<file path="config.mk">
export PLATFORM = sky130hd
export DESIGN_NAME = i2s_tdm_tx
export DESIGN_NICKNAME = d
export VERILOG_FILES = /design/src/rtl/i2s_tdm_tx.sv
export SDC_FILE = /design/constraint.sdc
export NUM_CORES = 1
export LEC_CHECK = 0
export CAP_MARGIN = 10
export CORE_AREA = 8 8 184 186
export CTS_BUF_LIST = sky130_fd_sc_hd__clkbuf_4
export CTS_CLUSTER_SIZE = 8
export DETAILED_ROUTE_END_ITERATION = 12
export DIE_AREA = 0 0 192 194
export PLACE_DENSITY = 0.51
export RECOVER_POWER = 25
export SYNTH_ARGS = -nofsm -noshare
export SYNTH_HDL_FRONTEND = slang
export SYNTH_SLANG_ARGS = --single-unit
</file>
<file path="constraint.sdc">
create_clock -name clk -period 7.5 [get_ports clk]
set_clock_uncertainty 0.05 [all_clocks]
set_input_delay 2.25 -clock clk [delete_from_list [all_inputs] [get_ports clk]]
set_output_delay 2.25 -clock clk [all_outputs]
set_load 0.01 [all_outputs]
</file>
<file path="src/rtl/i2s_tdm_tx.sv">
// I2S / left-justified / TDM serial transmitter fed by a frame FIFO; data bits change on bck falling edges.
// A frame pops at frame bit 0; s_ready drops when the FIFO is full; an empty FIFO sends silence and flags underrun.

module i2s_tdm_tx #(
    parameter int SAMPLE_W   = 24,
    parameter int SLOT_W     = 32,
    parameter int NUM_CH     = 2,
    parameter int BCK_DIV    = 4,
    parameter int FIFO_DEPTH = 4
) (
    input  logic                       clk,
    input  logic                       rst_n,
    input  logic                       en,
    input  logic                       mode,
    input  logic                       mute,
    input  logic                       s_valid,
    output logic                       s_ready,
    input  logic [NUM_CH*SAMPLE_W-1:0] s_data,
    output logic                       bck,
    output logic                       ws,
    output logic                       sdata,
    output logic                       frame_start,
    output logic                       underrun
);

    localparam int FRAME_W = NUM_CH * SAMPLE_W;
    localparam int TOT     = NUM_CH * SLOT_W;
    localparam int IDX_W   = $clog2(TOT);
    localparam int OFF_W   = $clog2(SLOT_W);
    localparam int SL_W    = $clog2(NUM_CH);
    localparam int DIV_W   = $clog2(BCK_DIV);
    localparam int PTR_W   = $clog2(FIFO_DEPTH);

    localparam logic [DIV_W-1:0] DIV_LAST    = DIV_W'(BCK_DIV - 1);
    localparam logic [DIV_W-1:0] DIV_HALF    = DIV_W'(BCK_DIV / 2);
    localparam logic [IDX_W-1:0] IDX_LAST    = IDX_W'(TOT - 1);
    localparam logic [IDX_W-1:0] IDX_SLOT    = IDX_W'(SLOT_W);
    localparam logic [IDX_W-1:0] IDX_SLOT_M1 = IDX_W'(SLOT_W - 1);
    localparam logic [OFF_W-1:0] OFF_LAST    = OFF_W'(SLOT_W - 1);
    localparam logic [PTR_W:0]   CNT_FULL    = (PTR_W + 1)'(FIFO_DEPTH);

    logic [DIV_W-1:0]   r_div;
    logic [IDX_W-1:0]   r_bit_idx;
    logic [OFF_W-1:0]   r_off;
    logic [SL_W-1:0]    r_slot;
    logic [FRAME_W-1:0] r_frame;
    logic               r_mode;
    logic [FRAME_W-1:0] r_mem [FIFO_DEPTH];
    logic [PTR_W-1:0]   r_wr;
    logic [PTR_W-1:0]   r_rd;
    logic [PTR_W:0]     r_cnt;

    logic               w_fall;
    logic               w_pop_pt;
    logic               w_empty;
    logic               w_pop;
    logic               w_push;
    logic [DIV_W-1:0]   w_div_nxt;
    logic [PTR_W:0]     w_cnt_nxt;
    logic [FRAME_W-1:0] w_frame;
    logic               w_mode;
    logic [SAMPLE_W-1:0] w_sample;
    logic [SAMPLE_W-1:0] w_sh;
    int                 w_pos;
    logic               w_bit;
    logic               w_ws;

    assign w_fall    = en && (r_div == DIV_LAST);
    assign w_div_nxt = w_fall ? '0 : r_div + 1'b1;
    assign w_pop_pt  = w_fall && (r_bit_idx == '0);
    assign w_empty   = (r_cnt == '0);
    assign w_pop     = w_pop_pt && !w_empty;
    assign w_push    = s_valid && s_ready;
    assign w_cnt_nxt = r_cnt + (PTR_W + 1)'(w_push) - (PTR_W + 1)'(w_pop);

    // At the pop point the bit being driven already belongs to the new frame.
    assign w_frame  = !w_pop_pt ? r_frame : ((mute || w_empty) ? '0 : r_mem[r_rd]);
    assign w_mode   = w_pop_pt ? mode : r_mode;
    assign w_sample = w_frame[int'(r_slot) * SAMPLE_W +: SAMPLE_W];

    always_comb begin
        w_pos = int'(r_off) - (w_mode ? 0 : 1);
        w_sh  = '0;
        w_bit = 1'b0;
        if (w_pos >= 0 && w_pos < SAMPLE_W) begin
            w_sh  = w_sample << w_pos;
            w_bit = w_sh[SAMPLE_W-1];
        end
    end

    // I2S leads the LJ word-select pattern by one bit, wrapping into the next frame.
    always_comb begin
        w_ws = 1'b0;
        if (NUM_CH == 2)
            w_ws = w_mode ? (r_bit_idx >= IDX_SLOT)
                          : (r_bit_idx >= IDX_SLOT_M1 && r_bit_idx != IDX_LAST);
        else
            w_ws = w_mode ? (r_bit_idx == '0) : (r_bit_idx == IDX_LAST);
    end

    always_ff @(posedge clk or negedge rst_n) begin
        if (!rst_n) begin
            r_div       <= '0;
            r_bit_idx   <= '0;
            r_off       <= '0;
            r_slot      <= '0;
            r_frame     <= '0;
            r_mode      <= 1'b0;
            bck         <= 1'b0;
            ws          <= 1'b0;
            sdata       <= 1'b0;
            frame_start <= 1'b0;
            underrun    <= 1'b0;
        end else begin
            frame_start <= 1'b0;
            underrun    <= 1'b0;
            if (!en) begin
                r_div     <= '0;
                r_bit_idx <= '0;
                r_off     <= '0;
                r_slot    <= '0;
                bck       <= 1'b0;
                ws        <= 1'b0;
                sdata     <= 1'b0;
            end else begin
                r_div <= w_div_nxt;
                bck   <= (w_div_nxt >= DIV_HALF);
                if (w_fall) begin
                    ws    <= w_ws;
                    sdata <= w_bit;
                    if (w_pop_pt) begin
                        r_frame     <= w_frame;
                        r_mode      <= w_mode;
                        frame_start <= 1'b1;
                        underrun    <= w_empty;
                    end
                    r_bit_idx <= (r_bit_idx == IDX_LAST) ? '0 : r_bit_idx + 1'b1;
                    if (r_off == OFF_LAST) begin
                        r_off  <= '0;
                        r_slot <= (r_bit_idx == IDX_LAST) ? '0 : r_slot + 1'b1;
                    end else begin
                        r_off <= r_off + 1'b1;
                    end
                end
            end
        end
    end

    always_ff @(posedge clk or negedge rst_n) begin
        if (!rst_n) begin
            r_wr    <= '0;
            r_rd    <= '0;
            r_cnt   <= '0;
            s_ready <= 1'b0;
        end else begin
            if (w_push) r_wr <= r_wr + 1'b1;
            if (w_pop)  r_rd <= r_rd + 1'b1;
            r_cnt   <= w_cnt_nxt;
            s_ready <= (w_cnt_nxt != CNT_FULL);
        end
    end

    always_ff @(posedge clk) begin
        if (w_push) r_mem[r_wr] <= s_data;
    end

endmodule

</file>
After elaboration in Yosys (flattened, before gate mapping)
Memories as Yosys holds them, arrays and structs flattened.
Cells that the tools add are included.
{"block": "classes", "magnitude_cmp": 5, "n_reduce_logical": 12, "muxes": 31, "n_div": 0, "n_mul": 1, "shift": 2, "n_bitwise": 0, "addsub": 9, "eq_ne": 7}
{"cell": "two-way mux 48 bit", "count": 2}
{"cell": "variable part select 48 x 7 -> 24 bit", "count": 1}
{"cell": "left shift 24 x 32 -> 24 bit", "count": 1}
{"cell": "two-way mux 1 bit", "count": 21}
{"cell": "two-way mux 6 bit", "count": 3}
{"cell": "two-way mux 5 bit", "count": 3}
{"cell": "adder 2 x 1 -> 2 bit, second input constant", "count": 3}
{"cell": "adder 6 x 1 -> 6 bit, second input constant", "count": 1}
{"cell": "equality test 6 bit, second input constant", "count": 1}
{"cell": "greater-or-equal comparator 6 x 1 -> 1 bit, second input constant", "count": 1}
{"cell": "greater-or-equal comparator 6 x 5 -> 1 bit, second input constant", "count": 1}
{"cell": "greater-or-equal comparator 6 bit, second input constant", "count": 1}
{"cell": "logical AND 1 bit", "count": 6}
{"cell": "zero test 6 bit", "count": 1}
{"cell": "less-than comparator 6 bit, second input constant", "count": 1}
{"cell": "inequality test 6 bit, second input constant", "count": 1}
{"cell": "subtractor 5 x 1 -> 6 bit", "count": 1}
{"cell": "adder 5 x 1 -> 5 bit, second input constant", "count": 1}
{"cell": "equality test 5 bit, second input constant", "count": 1}
{"cell": "two-way mux 2 bit", "count": 2}
{"cell": "inequality test 2 x 1 -> 1 bit, second input constant", "count": 2}
{"cell": "adder 3 x 1 -> 3 bit", "count": 1}
{"cell": "zero test 3 bit", "count": 1}
{"cell": "multiplier 1 x 2 -> 3 bit, second input constant", "count": 1}
{"cell": "other kinds (9)", "count": 9}
{"block": "word_totals", "input_bits": 54, "word_cells": 83, "latch_bits": 0, "out_inout_bits": 6, "memories": 1, "regBits": 76, "mem_bits_rw": 192, "rom_bits": 0}
{"name": "r_mem", "words": 4, "word_bits": 48, "read_ports": 1, "rd_ports_with_merged_regs": 0, "wr": 1, "line_no": "48", "text": "logic [FRAME_W-1:0] r_mem [FIFO_DEPTH];"}

Logic depth before layout (Yosys ltp)
{"block": "logic_depth", "word_depth": 11, "mapped_depth": 18, "depth_no_buf": 14}

Worst setup path after synthesis
OpenSTA, ideal clock, no wires.
{"block": "synth_path", "path_kind": "input to register", "from": "in en", "to": "reg sdata", "slack_ns": 2.013, "arrival_ns": 5.303, "t_required_ns": 7.315, "n_path_buf": 5, "setup_ns": 0.135, "stages": 14, "path_cell_list": "nand4b_1 or2_1 buf_6 buf_2 buf_1 buf_2 mux2i_1 ha_1 inv_1 clkbuf_1 mux4_2 mux2_2 o22ai_1 a211oi_1"}
{"block": "synth_between", "elab_chain_cells": 10, "elab_cells_between_ends": 15, "cone_classes": "1 x add/sub; 2 x order compare; 1 x eq/ne; 2 x shift; 6 x mux; 3 x reduce/logical"}
{"element": "start: declaration", "line_no": "13", "text": "input logic en,"}
{"element": "branches (longest 10 deep; another with two-way mux 48 bit)"}
{"element": "end signal: assignment", "line_no": "130", "text": "sdata <= w_bit;"}
{"element": "end: declaration", "line_no": "21", "text": "output logic sdata,"}
Several ways; the timed one is not identified. The select of a mux whose other input is x is not followed.
A chain may end at the register's enable or synchronous reset.

Worst setup path in the final report
Same ends and word-level chain as after synthesis.

==> results.toml <==
[worst_setup_path]
cp_data_arrival_time_ns = 6.08
critPathBufInv = 2
critPathRequiredTime_ns = 7.98
path_max_fanout = 16
r2r-start = "r_div[0]"
slowest_stage = "clkdlybuf4s50_1"
max_stage_delay_ns = 0.77
worstSetupEndpointType = "flip-flop"
worst_setup_path_start_kind = "input port"
worstSetupStartpoint = "en"
path_delay_family = "buffers and inverters"
crit_type = "input port to flip-flop"
crit_path_cell_trace = "clkdlybuf4s50_1 -> nand4b_1 -> or2_2 -> mux2i_1 -> ha_1 -> inv_1 -> mux4_2 -> a22o_1 -> a2111oi_2 -> a211oi_1"

[logic_synthesis]
synth_cell_types = 57
syn_nets = 663
yosys-top-cells-area = "edfxtp_1 54%, dfrtp_1 18%, mux4_2 9.3%"
synth-seq-cells = 268
netlist_area_sq_um = 10700
seq_area_frac_synth = 0.717
synth_edf_count = 192
synth_top_cell_area_share = 0.539
synth_area_per_cell_sq_um = 18.0
async_reset_ff_frac = 0.284
yosysTopAreaCell = "edfxtp_1"
yosysWarnings = 0
synth_flop_cell = "edfxtp_1"
syn_inst = 595

[cells_and_area]
design_area_sq_um = 12700
syn_to_final_growth_pct = 18.9
layout.nets = 774
drive_gt1_frac = 0.255
fill_cells = 2855

[sta]
rsz0062_at_grt = "false"
slew_headroom = 0.287
final.period_utilization = 0.747
finalSetupViolCount = 0
tightest_slew_ns = 1.06
maxSlewViolCount = 0
worst_hold_slack_ns = 0.392
finalHoldViolations = 0
max_freq_ghz = 0.179
tns_ns = 0
period_minus_slack_ns = 5.60

[min_path]
min-delay-start = "r_div[0]"
hold_path_class = "flip-flop to flip-flop"

[detailed_routing]
via_per_inst = 4.98
drt_iter0_drc = 357
route.detailed.drc = 0
dr_total_vias = 5805
antenna_left = 0
dr.pass1.iters = 5
wl_per_cell_um = 19.4
wl_um = 22600

[pwr]
power_density_nw_per_um2 = 359
p_total_mw = 4.57
power.static_leakage_nw = 4.71
ir_drop_mv = 0.143

[clock_tree]
ctsResizeCount = 0
cts_max_path_buffers = 3
post_cts_buffers = 0
cts_tree = "done"
clock_latency_ns = 0.68
ctsHoldBuffers = 0
clkTransAtPathRegs_ns = 0.06
htreeDepth = 3
clock-sinks = 268
numCtsBuffers = 75
cts_root_buffer = "clkbuf_4"

[floorplan]
die-area_sq_um = 37200
dieWidth_um = 192
rows = 65
die_y_um = 194
start_util = 0.344
io_pins = 60
core_sq_um = 31100

[job]
drv_cap = 0

[place]
gp_congestion = 0.859
detailed_place_hpwl_um = 13400
io_buffers = 59
placed_area_sq_um = 11700

[grt]
grt-ovfl-total = 0
grt_max_degree = 77
first_global_vias = 6349
antenna_found_initial = 2
grt_util_all_layers = 0.126
grt_pass1_wl_um = 36300

[status]
status = "completed"
-- cells by family after synthesis --
family | share of synthesized area
flops | 0.717
compound gates | 0.0724
simple gates | 0.0442
mux | 0.117
buf+inv | 0.0220
fa+ha+maj | 0.0171
xor+xnor | 0.0106
-- final timing paths --
kind,depth (start not counted),endpoint,slack [ns]
worst max-delay path,10,sdata,1.90
worst min-delay path,1,r_div[0],0.39
worst max register to register,10,sdata,3.16
worst min register to register,1,r_div[0],0.39
max in group asynchronous,1,r_rd[1],4.96
min in group asynchronous,1,r_bit_idx[5],1.66
-- state kept, by name, summed over array words and instances (netlist names) --
name         count
frame_start      1
r_div            2
r_bit_idx        6
r_cnt            3
ws               1
r_slot           1
r_rd             2
underrun         1
r_wr             2
r_mem          192
s_ready          1
r_frame         48
r_off            5
bck              1
r_mode           1
sdata            1
-- placed cells by master (no fill, tap or decap), drive strengths merged, types with 10 or more instances in the layout --
| cell | instances |
|---|---|
| a22o | 39 |
| a22oi | 11 |
| nor2 | 12 |
| inv | 20 |
| clkbuf | 118 |
| clkdlybuf4s50 | 21 |
| clkinv | 12 |
| edfxtp | 192 |
| mux4 | 44 |
| nor3 | 10 |
| nand2 | 20 |
| dlygate4sd3 | 37 |
| mux2i | 16 |
| dfrtp | 76 |
| ha | 13 |
-- cells in the mapped netlist (4+ instances only) --
cell type	instances
o21ai_0	5
xnor2_1	8
and3_1	7
inv_1	19
buf_2	11
a22o_1	39
buf_4	4
and2_1	8
nand2_1	20
nor2b_1	7
dfrtp_1	76
clkbuf_1	13
mux4_2	44
xor2_1	5
mux2_2	9
a22oi_1	11
ha_1	13
o2111ai_1	4
edfxtp_1	192
nor3b_1	4
nor2_1	12
nor3_1	10
a21oi_1	5
mux2i_1	16
-- cell type report --
| type | count | area [sq um] | share of cell area |
|---|---|---|---|
| sequential | 268 | 7670 | 0.603 |
| multi-input combinational | 274 | 2800 | 0.220 |
| clock buffer | 118 | 886 | 0.0696 |
| timing repair buffer | 66 | 641 | 0.0504 |
| tap | 402 | 503 | 0.0395 |
| clock inverter | 14 | 133 | 0.0104 |
| inverter | 21 | 78.8 | 0.00620 |
| antenna | 2 | 5.00 | 0.000393 |
-- worst reg2reg max path, stage by stage (launching register included) --
cell       delay [ns]
dfrtp_1          0.36
ha_1             0.69
nand4b_1         0.30
or2_2            0.37
mux2i_1          0.29
ha_1             0.44
inv_1            0.40
mux4_2           0.57
a22o_1           0.26
a2111oi_2        0.38
a211oi_1         0.09
-- report_power, final --
group	leakage (nW)	total, mW	switching (mW)	internal [mW]
Clock	0.608	1.40	0.585	0.812
Sequential	2.76	2.13	0.173	1.95
Combinational	1.34	1.04	0.544	0.499
Total	4.71	4.57	1.30	3.26
-- per-stage QoR --
| step | cells | util | worst slack, ns |
|---|---|---|---|
| floorplan | 595 | - | 2.01 |
| detailed placement | 1031 | 0.376 | 1.26 |
| CTS | 1163 | 0.409 | 2.00 |
| global route | 1165 | 0.409 | 1.66 |
| global placement | 1031 | 0.376 | 1.39 |
| finish | 1165 | 0.409 | 1.90 |
-- per-layer routing --
layer | up-vias | track usage | routed length, um | part of all wire
met5 | - | 0 | 0 | 0
met4 | 0 | 0.0540 | 521 | 0.023
met3 | 47 | 0.0353 | 1060 | 0.047
met2 | 149 | 0.202 | 11300 | 0.50
met1 | 2956 | 0.158 | 9670 | 0.43
li1 | 2653 | - | - | -
(Power assumes the default switching activity.)
